===== config.mk =====
export PLATFORM = sky130hd
export DESIGN_NAME = alu_sequencer
export DESIGN_NICKNAME = d
export VERILOG_FILES = /design/src/rtl/alu_sequencer.sv
export SDC_FILE = /design/constraint.sdc
export NUM_CORES = 1
export LEC_CHECK = 0
export CAP_MARGIN = 20
export CORE_UTILIZATION = 29
export CTS_CLUSTER_DIAMETER = 50
export DETAILED_ROUTE_END_ITERATION = 8
export PLACE_DENSITY = 0.51
export SYNTH_ARGS = -nofsm -noshare
export SYNTH_HDL_FRONTEND = slang
export SYNTH_SLANG_ARGS = --single-unit

===== constraint.sdc =====
create_clock -name clk -period 2.6 [get_ports clk]
set_clock_uncertainty 0.05 [all_clocks]
set_input_delay 0.52 -clock clk [delete_from_list [all_inputs] [get_ports clk]]
set_output_delay 0.52 -clock clk [all_outputs]
set_load 0.05 [all_outputs]

===== src/rtl/alu_sequencer.sv =====
// alu_sequencer: four-register instruction sequencer driving an external combinational ALU
module alu_sequencer (
  input  logic       clk,
  input  logic       rst_n,
  input  logic [7:0] instr,
  input  logic       instr_valid,
  output logic       instr_ready,
  output logic [3:0] alu_a,
  output logic [3:0] alu_b,
  output logic [1:0] alu_sel,
  input  logic [3:0] alu_out,
  input  logic       alu_carry,
  input  logic       alu_zero,
  output logic       carry_flag,
  output logic       zero_flag,
  output logic       done,
  output logic       halted,
  input  logic [1:0] dbg_sel,
  output logic [3:0] dbg_data
);
  typedef enum logic [1:0] {IDLE, EXEC, WB, HALT} state_t;
  state_t state, state_nxt;
  logic [3:0] r [4];
  logic [7:0] ir;
  logic [3:0] hold_res;
  logic       hold_c, hold_z;
  logic       accept;
  assign accept      = state == IDLE && instr_valid;
  assign instr_ready = state == IDLE && rst_n;
  assign done        = state == WB;
  assign halted      = state == HALT;
  assign dbg_data    = r[dbg_sel];
  always_comb begin
    state_nxt = state == IDLE ? (!instr_valid ? IDLE : instr[7:6] == 2'b00 ? EXEC : instr[7:6] == 2'b11 ? HALT : WB) :
                state == EXEC ? WB :
                state == WB   ? IDLE : HALT;
  end
  always_ff @(posedge clk) begin
    if (!rst_n) begin
      state      <= IDLE;
      r          <= '{default: '0};
      ir         <= '0;
      alu_a      <= '0;
      alu_b      <= '0;
      alu_sel    <= '0;
      hold_res   <= '0;
      hold_c     <= 1'b0;
      hold_z     <= 1'b0;
      carry_flag <= 1'b0;
      zero_flag  <= 1'b0;
    end else begin
      state <= state_nxt;
      if (accept) begin
        ir <= instr;
        if (instr[7:6] == 2'b00) begin
          alu_a   <= r[instr[3:2]];
          alu_b   <= r[instr[1:0]];
          alu_sel <= instr[5:4];
        end
      end
      if (state == EXEC) begin
        hold_res <= alu_out;
        hold_c   <= alu_carry;
        hold_z   <= alu_zero;
      end
      if (state == WB && ir[7:6] == 2'b00) begin
        r[ir[3:2]] <= hold_res;
        carry_flag <= hold_c;
        zero_flag  <= hold_z;
      end
      if (state == WB && ir[7:6] == 2'b01)
        r[ir[5:4]] <= ir[3:0];
    end
  end
endmodule


# After elaboration in Yosys (flattened, before gate mapping)
# Cells that the tools add are included.
# totals
reg_bits	44
output_inout_bits	19
in_bits	19
# classes
n_lt_le_gt_ge	7
muxes	24
bitwise	5
n_eq_ne	5
n_reduce_logical	10
# op_table
op	n
2-to-1 mux 16 bit	3
bitwise mux 16 bit	2
2-to-1 mux 4 bit	8
binary-select mux 4 bit (select 2 bit)	3
demux 4 bit (select 2 bit)	2
greater-or-equal comparator 3 bit (second input constant)	5
NOT 2 -> 3 bit	5
2-to-1 mux 2 bit	5
== test 2 bit (second input constant)	3
logical AND 1 bit	6
logical NOT 2 bit	3
< comparator 3 x 1 -> 1 bit (second input constant)	2
== test 2 x 1 -> 1 bit (second input constant)	2
AND reduction 2 bit	1
2-to-1 mux 1 bit	1

# Logic depth before layout (Yosys ltp)
# Gate-level depths: netlist of the first run.
# depth
ltp_word	10
mapped_depth	7
mapped_depth_nobuf	5

# Least setup slack after synthesis of the first run
# Ideal clock, no wire load.
# synth_path
path_kind	reg-to-reg
from	register state[0]
to	register r[15] (netlist bit)
required_time_ns	2.421
n_path_buf	2
t_arrival_ns	1.779
period_less_slack_ns	1.958
path_stages_with_launch	8
setup_slack_ns	0.642
setup_time_ns	0.129
path_cell_list	dfxtp_1 -> inv_1 -> ha_1 -> buf_4 -> or3b_1 -> buf_6 -> o21ai_1 -> a31oi_1
# synth_via
elab_chain_len	6
word_cells_on_any_way	7
cone_classes	1 x eq/ne; 4 x mux; 2 x reduce/logical
# synth_lines
item	line_no	source
from (decl)	22	state_t state, state_nxt;
from (signal assigned)	52	state <= state_nxt;
== test 2 bit *	-	
named net done	16	output logic done,
logical AND 1 bit	66	if (state == WB && ir[7:6] == 2'b00) begin
2-to-1 mux 16 bit	66	
2-to-1 mux 16 bit	39	if (!rst_n) begin
bitwise mux 16 bit	72	r[ir[5:4]] <= ir[3:0];
2-to-1 mux 16 bit *	71	if (state == WB && ir[7:6] == 2'b01)
to (signal, indexed assignment)	67	r[ir[3:2]] <= hold_res;
to (signal, indexed assignment)	72	
to (decl)	23	logic [3:0] r [4];
# Mark *: on every way through the listed nets, which the timed path passes. The rest lies on a longest branch. The select of a mux whose other input is x is not followed.
# A chain may end at the register's enable or synchronous reset.

# Worst setup path after layout of the first run
# layout_path
from	input port dbg_sel[1]
to	output port dbg_data[2]
# layout_via
elab_chain_len	4
# layout_lines
item	line_no	source
from (decl)	18	input logic [1:0] dbg_sel,
NOT 2 -> 3 bit (not written as such)	32	assign dbg_data = r[dbg_sel];
binary-select mux 4 bit (select 2 bit)	32	
2-to-1 mux 4 bit (not written as such) (2 in a row)	32	
to (decl)	19	output logic [3:0] dbg_data
# Every way passes these cells. The select of a mux whose other input is x is not followed.

==> summary.txt, run 1 <==
LOGIC SYNTHESIS
-----------------------------------------------------------------------------------------------------
Mean post-synth cell area                                                                  9.79 sq um
Commonest cells in the synthesized netlist                                               44 x sky130_fd_sc_hd__dfxtp_1, 41 x sky130_fd_sc_hd__nand2_1, 16 x sky130_fd_sc_hd__a31oi_1, 12 x sky130_fd_sc_hd__mux4_2
Count of different cell masters after synthesis                                                    34
Dominant synthesized flop cell                                                           sky130_fd_sc_hd__dfxtp_1
XOR/XNOR Fraction of Synth Area                                                                    0%
Dominant combinational cell family by area after synthesis                               simple AND/OR/NAND/NOR gates
Fraction of the mapped netlist area in compound gates                                           19.2%
Top cells by area, synth                                                                 sky130_fd_sc_hd__dfxtp_1 37%, sky130_fd_sc_hd__mux4_2 11%, sky130_fd_sc_hd__nand2_1 6.5%
Post-Synth Simple-Gate Area                                                                     19.3%
Count of flip-flops with a built-in enable after synthesis                                          0
Async set or reset register ratio after synthesis                                                  0%
Total of flip-flops plus latches after synthesis                                                   44
Cell area after synthesis                                                                0.00236 sq mm
Cell count after synthesis                                                                        241
Fraction of post-synthesis cell area in the top cell type by area                               37.3%
Post-synthesis share of cell area spent on full adders, half adders and majority gates          2.65%
Total of warnings raised by yosys                                                                   0
Synthesized netlist net count                                                                     265
Proportion of synthesized chip area in sequential cells                                         37.3%
Fraction of synthesized area in multiplexers                                                    15.7%
Most area-hungry cell type in the Yosys netlist                                          sky130_fd_sc_hd__dfxtp_1
Count leader, synth                                                                      sky130_fd_sc_hd__dfxtp_1

CRITICAL PATH
-----------------------------------------------------------------------------------------------------
Critical path required time                                                                   2.03 ns
Reg2reg start                                                                                state[0]
Capturing point of the worst reg2reg path                                                        r[8]
Crit path capture type                                                                     output pin
Critical Path AT                                                                              1.83 ns
Crit-path cells                                                                          clkdlybuf4s50_1 > mux4_2 > buf_4
Flop-to-flop setup slack                                                                      0.92 ns
Worst-path maximum fanout                                                                           3
Critical Path Slowest Stage Cell                                                         sky130_fd_sc_hd__clkdlybuf4s50_1
Number of cell instances on the worst register-to-register path                                     6
Worst path max stage delay                                                                    0.56 ns
Worst setup path class                                                                         in2out
Sort of element at the start of the critical path                                           input pin

CLOCK TREE
-----------------------------------------------------------------------------------------------------
Number of clock sinks seen by CTS                                                                  44
Clock root buffer                                                                        sky130_fd_sc_hd__clkbuf_8
Post-cts gate resize count                                                                          0
Number of buffers created by CTS                                                                    5
Number of setup buffers added after CTS                                                             0
Total of hold buffers inserted after clock tree synthesis                                           0
Clk Latency, worst-skew pair                                                                  0.30 ns
Max Root-Sink Buffers                                                                               2
Clock slew seen by the registers of the worst setup and hold paths                            0.08 ns
CTS H-Tree Depth                                                                                    2
Clock tree from TritonCTS                                                                         yes

HOLD PATH
-----------------------------------------------------------------------------------------------------
Capture endpoint of the worst hold path                                                      alu_b[0]
Start point of the worst min-delay path                                                      alu_b[0]
Hold-critical path depth                                                                            2
Path type of the worst min-delay path                                                         reg2reg

STA
-----------------------------------------------------------------------------------------------------
Number of hold violations in the final report                                                       0
Min Clock Period, post-route                                                                  2.40 ns
Highest Clock Rate                                                                            417 MHz
RSZ-0062 raised after global routing                                                               no
Max-slew headroom                                                                               66.8%
Max-slew violation count                                                                            0
Final cycle utilization of the critical path                                                    92.3%
Total setup violations reported at the end of the flow                                              0
Worst-margin pin slew                                                                        0.497 ns
TNS Setup                                                                                        0 ns

GRT
-----------------------------------------------------------------------------------------------------
Routing usage on met3                                                                           3.23%
GR met2 Demand/Resource                                                                         23.1%
Maximum number of pins on one net before global-route repair                                       46
Global-route met1 utilization                                                                   18.0%
Total routing resource utilization after global routing                                         14.0%
Antenna violations before repair                                                                    0
Grt total ovfl                                                                                      0
Vias in the first global route                                                                   1811
Global-route wire length before repair                                                        9230 um
Most used routing layer                                                                          met2

DRT
-----------------------------------------------------------------------------------------------------
Total via count after detailed routing                                                           1869
Post-detailed-route DRC marker count                                                                0
1st-iter DRT viols                                                                                121
Final ANT Viol Nets                                                                                 0
Drt wl/cell                                                                                   15.1 um
DR pass1 iterations                                                                                 4
DRT Wirelength                                                                                5650 um
Average vias per placed instance                                                                 4.98

FLOORPLAN
-----------------------------------------------------------------------------------------------------
Chip height                                                                                   92.2 um
Num rows                                                                                           32
Initial cell density of the core                                                                30.2%
Die boundary width                                                                            92.2 um
Floorplan core area                                                                      0.00781 sq mm
Area of the die                                                                          0.00850 sq mm
IO Pins                                                                                            38

PWR
-----------------------------------------------------------------------------------------------------
Tot Pwr                                                                                       1790 uW
Leakage component of the power                                                             0.00100 uW
Maximum ir drop on the vdd rail                                                            0.000220 V
P per Cell Area                                                                           613 mW/mm^2

FLOW RUN
-----------------------------------------------------------------------------------------------------
Max cap viols                                                                                       0

FINAL LAYOUT
-----------------------------------------------------------------------------------------------------
Signed area change from the synthesized netlist to the final layout                             23.8%
Final nets                                                                                        296
Proportion of layout cells with a drive suffix above 1                                          15.4%
Antenna Diode Count                                                                                 0
Count of fill cells added during filler insertion                                                 802

OUTCOME
-----------------------------------------------------------------------------------------------------
Outcome                                                                                  finished, final reports clean

PLACEMENT
-----------------------------------------------------------------------------------------------------
Number of I/O port buffers                                                                         37
Routability congestion estimate                                                                 0.805
Half-perimeter wire length of the detailed placement result                                   4310 um

## worst max-delay path, delay by kind of cell
kind / cells / cell delay (ns)
muxes: 1 / 0.54
buffers and inverters: 2 / 0.77
## cells by family after synthesis
group,Yosys count
buffers and inverters,24
flip-flops,44
adder cells (fa/ha/maj),5
AO/OA/AOI/OAI,66
AND/OR/NAND/NOR,80
multiplexers,22
## how the worst max path moves through the flow
stage / slack, ns / from / endpoint / cells after the start
after global placement: 0.19 / dbg_sel[1] / dbg_data[2] / 3
after floorplan: 0.64 / state[0] / r[15] / 7
after global routing: 0.16 / dbg_sel[1] / dbg_data[2] / 3
after CTS: 0.18 / dbg_sel[1] / dbg_data[2] / 3
after detailed placement: 0.18 / dbg_sel[1] / dbg_data[2] / 3
final: 0.20 / dbg_sel[1] / dbg_data[2] / 3
## cells in the final DEF (no fill, tap or decap), drive strengths merged, types with 3 or more instances in the layout
| cell | Yosys | routed |
|---|---|---|
| nor2b | 10 | 10 |
| a31oi | 16 | 16 |
| nand2 | 41 | 41 |
| buf | 10 | 12 |
| dfxtp | 44 | 44 |
| and2 | 5 | 5 |
| inv | 4 | 4 |
| o2bb2ai | 8 | 8 |
| o21ai | 17 | 17 |
| nor3b | 6 | 6 |
| clkbuf | 10 | 6 |
| mux2i | 10 | 10 |
| clkdlybuf4s50 | 0 | 32 |
| ha | 5 | 5 |
| a21boi | 8 | 8 |
| nand3b | 3 | 3 |
| mux4 | 12 | 12 |
| and3b | 5 | 5 |
| or2 | 3 | 3 |
| o41ai | 8 | 8 |
| o31ai | 8 | 8 |
## routing by layer
layer	share of wire, %	routed length, um	vias up
met4	1.1	63	0
li1	-	-	955
met2	46	2630	47
met5	0	0	-
met1	48	2730	861
met3	4.1	231	6
## final cells by class
| cell class | count | area, sq um | area share (%) |
|---|---|---|---|
| inverter | 4 | 15.0 | 0.514 |
| clock inverter | 2 | 38.8 | 1.33 |
| clock buffer | 6 | 82.6 | 2.83 |
| timing repair buffer | 44 | 435 | 14.9 |
| tap | 102 | 128 | 4.37 |
| sequential | 44 | 881 | 30.2 |
| multi-input combinational | 173 | 1340 | 45.9 |
## through the flow
stage               std cells  util (%)  hold slack, ns  area, sq um  setup slack, ns
floorplan                 241         -           0.419         2360            0.642
global placement          367      35.8           0.399         2800            0.193
detailed placement        367      35.8           0.403         2800            0.183
CTS                       375      37.4           0.414         2920            0.183
global route              375      37.4           0.430         2920            0.162
finish                    375      37.4           0.409         2920            0.200
## report_power, final
| part | total (uW) | switching, uW | internal, uW | leakage (uW) |
|---|---|---|---|---|
| combinational | 449 | 255 | 194 | 0.000585 |
| sequential | 782 | 60.9 | 722 | 0.000357 |
| clock | 558 | 244 | 314 | 0.0000614 |
## state kept, by name, indices dropped and copies added (netlist names)
register and count:
ir 8, hold_z 1, hold_c 1, state 2, alu_b 4, alu_a 4
hold_res 4, carry_flag 1, zero_flag 1, r 16, alu_sel 2
Note: power is estimated with default switching activity, not from simulation.
==> inputs of run 2 (changes only) <==
--- a/config.mk
+++ b/config.mk
@@ -6,10 +6,12 @@
 export NUM_CORES = 1
 export LEC_CHECK = 0
 export CAP_MARGIN = 20
+export CORE_ASPECT_RATIO = 0.8
 export CORE_UTILIZATION = 29
 export CTS_CLUSTER_DIAMETER = 50
 export DETAILED_ROUTE_END_ITERATION = 8
 export PLACE_DENSITY = 0.51
+export SLEW_MARGIN = 20
 export SYNTH_ARGS = -nofsm -noshare
 export SYNTH_HDL_FRONTEND = slang
 export SYNTH_SLANG_ARGS = --single-unit
==> summary.txt, run 2 (synthesis results as in run 1) <==
OUTCOME
----------------------------------------------------------------------------------
Outcome                                                               finished, final reports clean   unchanged

CLOCK TREE
----------------------------------------------------------------------------------
Clock root buffer                                                     sky130_fd_sc_hd__clkbuf_8   unchanged
Clk Latency, worst-skew pair                                               0.30 ns   about the same
Clock tree from TritonCTS                                                      yes   unchanged
Clock slew seen by the registers of the worst setup and hold paths         0.09 ns   was 0.08 ns
Number of buffers created by CTS                                                 5   unchanged
Number of clock sinks seen by CTS                                               44   unchanged
Total of hold buffers inserted after clock tree synthesis                        0   unchanged
Post-cts gate resize count                                                       0   unchanged
CTS H-Tree Depth                                                                 2   unchanged
Max Root-Sink Buffers                                                            2   unchanged
Number of setup buffers added after CTS                                          0   unchanged

STA
----------------------------------------------------------------------------------
TNS Setup                                                                     0 ns   unchanged
Total setup violations reported at the end of the flow                           0   unchanged
RSZ-0062 raised after global routing                                            no   unchanged
Highest Clock Rate                                                         411 MHz   was 417 MHz
Max-slew violation count                                                         0   unchanged
Worst-margin pin slew                                                     0.550 ns   was 0.497 ns
Min Clock Period, post-route                                               2.43 ns   was 2.40 ns
Post-route worst hold slack                                               0.410 ns   was 0.409 ns
Max-slew headroom                                                            63.2%   was 66.8%
Number of hold violations in the final report                                    0   unchanged
Final cycle utilization of the critical path                                 93.5%   was 92.3%

FLOORPLAN
----------------------------------------------------------------------------------
Die boundary width                                                          103 um   was 92.2 um
Initial cell density of the core                                             29.8%   was 30.2%
Chip height                                                                82.7 um   was 92.2 um
IO Pins                                                                         38   unchanged
Floorplan core area                                                   0.00791 sq mm   was 0.00781 sq mm
Num rows                                                                        29   was 32
Area of the die                                                       0.00850 sq mm   about the same

FINAL LAYOUT
----------------------------------------------------------------------------------
Fin cells                                                                      380   was 375
Count of fill cells added during filler insertion                              833   was 802
Signed area change from the synthesized netlist to the final layout          23.4%   was 23.8%
Number of flip-flops under the largest register name                            16   unchanged
Final nets                                                                     295   was 296
Register containing the most flip-flops in the final layout                      r   unchanged
Most common library cell in the layout ignoring fill and taps         sky130_fd_sc_hd__dfxtp_1   unchanged
Leading cell types in the layout, fill and taps excluded              44 x sky130_fd_sc_hd__dfxtp_1, 41 x sky130_fd_sc_hd__nand2_1, 32 x sky130_fd_sc_hd__clkdlybuf4s50_1   unchanged
Proportion of layout cells with a drive suffix above 1                       15.1%   was 15.4%
Regs by FF count                                                      r x16, ir x8   unchanged
Antenna Diode Count                                                              0   unchanged

CRITICAL PATH
----------------------------------------------------------------------------------
Reg2reg start                                                             state[0]   unchanged
Worst setup path class                                                      in2out   unchanged
Critical path required time                                                2.03 ns   about the same
Critical Path AT                                                           1.86 ns   was 1.83 ns
Worst-path maximum fanout                                                        4   was 3
Sort of element at the start of the critical path                        input pin   unchanged
Number of cell instances on the worst register-to-register path                  6   unchanged
Flop-to-flop setup slack                                                   0.88 ns   was 0.92 ns
Capturing point of the worst reg2reg path                                    r[11]   was r[8]
Crit path capture type                                                  output pin   unchanged

FLOW RUN
----------------------------------------------------------------------------------
Max cap viols                                                                    0   unchanged

GRT
----------------------------------------------------------------------------------
Vias in the first global route                                                1846   was 1811
Antenna violations before repair                                                 0   unchanged
Maximum number of pins on one net before global-route repair                    32   was 46
Global-route wire length before repair                                     9690 um   was 9230 um
Grt total ovfl                                                                   0   unchanged
Total routing resource utilization after global routing                      14.9%   was 14.0%

DRT
----------------------------------------------------------------------------------
Post-detailed-route DRC marker count                                             0   unchanged
DR pass1 iterations                                                              4   unchanged
1st-iter DRT viols                                                              99   was 121
DRT Wirelength                                                             5670 um   was 5650 um
Average vias per placed instance                                              5.06   was 4.98
Drt wl/cell                                                                14.9 um   was 15.1 um
Total via count after detailed routing                                        1923   was 1869
Final ANT Viol Nets                                                              0   unchanged

HOLD PATH
----------------------------------------------------------------------------------
Path type of the worst min-delay path                                      reg2reg   unchanged
Hold-critical path depth                                                         2   unchanged
Capture endpoint of the worst hold path                                   alu_a[2]   was alu_b[0]
Start point of the worst min-delay path                                   alu_a[2]   was alu_b[0]

PWR
----------------------------------------------------------------------------------
Switching power total                                                       559 uW   was 560 uW
Share of power burned in the clock network                                   32.0%   was 31.2%
Relative contribution of combinational cells to total power                  24.4%   was 25.1%
Switching share of power                                                     30.9%   was 31.3%
Internal power                                                             1250 uW   was 1230 uW
P per Cell Area                                                        621 mW/mm^2   was 613 mW/mm^2
Leakage component of the power                                         0.000996 uW   was 0.00100 uW
Maximum ir drop on the vdd rail                                         0.000211 V   was 0.000220 V
Part of the power in registers                                               43.6%   was 43.7%

PLACEMENT
----------------------------------------------------------------------------------
Half-perimeter wire length of the detailed placement result                4150 um   was 4310 um
Number of I/O port buffers                                                      37   unchanged
Placed insts                                                                   372   was 367
Routability congestion estimate                                              0.787   was 0.805

[run 2: cell types whose count changed in the layout (fill, tap and decap cells not counted), sizes merged]
cell and delta:
clkinv -1, clkbuf +1, buf -1
[run 2: how the worst max path moves through the flow]
stage | start | endpoint | slack, ns
2_1_floorplan | state[0] | r[15] | 0.64
4_1_cts | dbg_sel[0] | dbg_data[1] | 0.15
5_1_grt | dbg_sel[0] | dbg_data[1] | 0.13
3_3_place_gp | dbg_sel[0] | dbg_data[0] | 0.16
3_5_place_dp | dbg_sel[0] | dbg_data[1] | 0.16
6_report | dbg_sel[0] | dbg_data[1] | 0.17
[run 2: cell type report]
cell class              count  area [sq um]  share of cell area, %
inverters                   4          15.0                  0.516
well taps                 108           135                   4.64
repair buffers             43           415                   14.3
clock inverters             1          30.0                   1.03
flip-flops and latches     44           881                   30.3
clock buffers               7          96.3                   3.31
multi-input cells         173          1340                   46.0
[run 2: through the flow]
stage | total power, uW | setup slack (ns) | cell area, sq um | utilization, %
after floorplan | 1120 | 0.642 | 2360 | -
after global placement | 1240 | 0.164 | 2790 | 35.2
after detailed placement | 1250 | 0.160 | 2790 | 35.2
after CTS | 1820 | 0.155 | 2910 | 36.8
after global routing | 1910 | 0.125 | 2910 | 36.8
final | 1810 | 0.168 | 2910 | 36.8
[run 2: critical path, cell delays in order]
cell                              delay, ns
sky130_fd_sc_hd__clkdlybuf4s50_1       0.60
sky130_fd_sc_hd__mux4_2                0.54
sky130_fd_sc_hd__buf_4                 0.20
[run 2: layer usage]
metal | up-vias | part of all wire, % | GRT usage [%]
li1 | 955 | - | -
met1 | 910 | 49 | 20.9
met2 | 46 | 43 | 22.5
met3 | 12 | 5.8 | 3.28
met4 | 0 | 1.9 | 5.49
met5 | - | 0 | 0
[run 2: power by group through the flow]
stage / Sequential [uW] / Clock (uW) / Combinational [uW]
global placement: 803 / 0 / 442
finish: 789 / 579 / 441
global route: 799 / 621 / 488
detailed placement: 804 / 0 / 442
CTS: 789 / 590 / 444
floorplan: 775 / 0 / 346
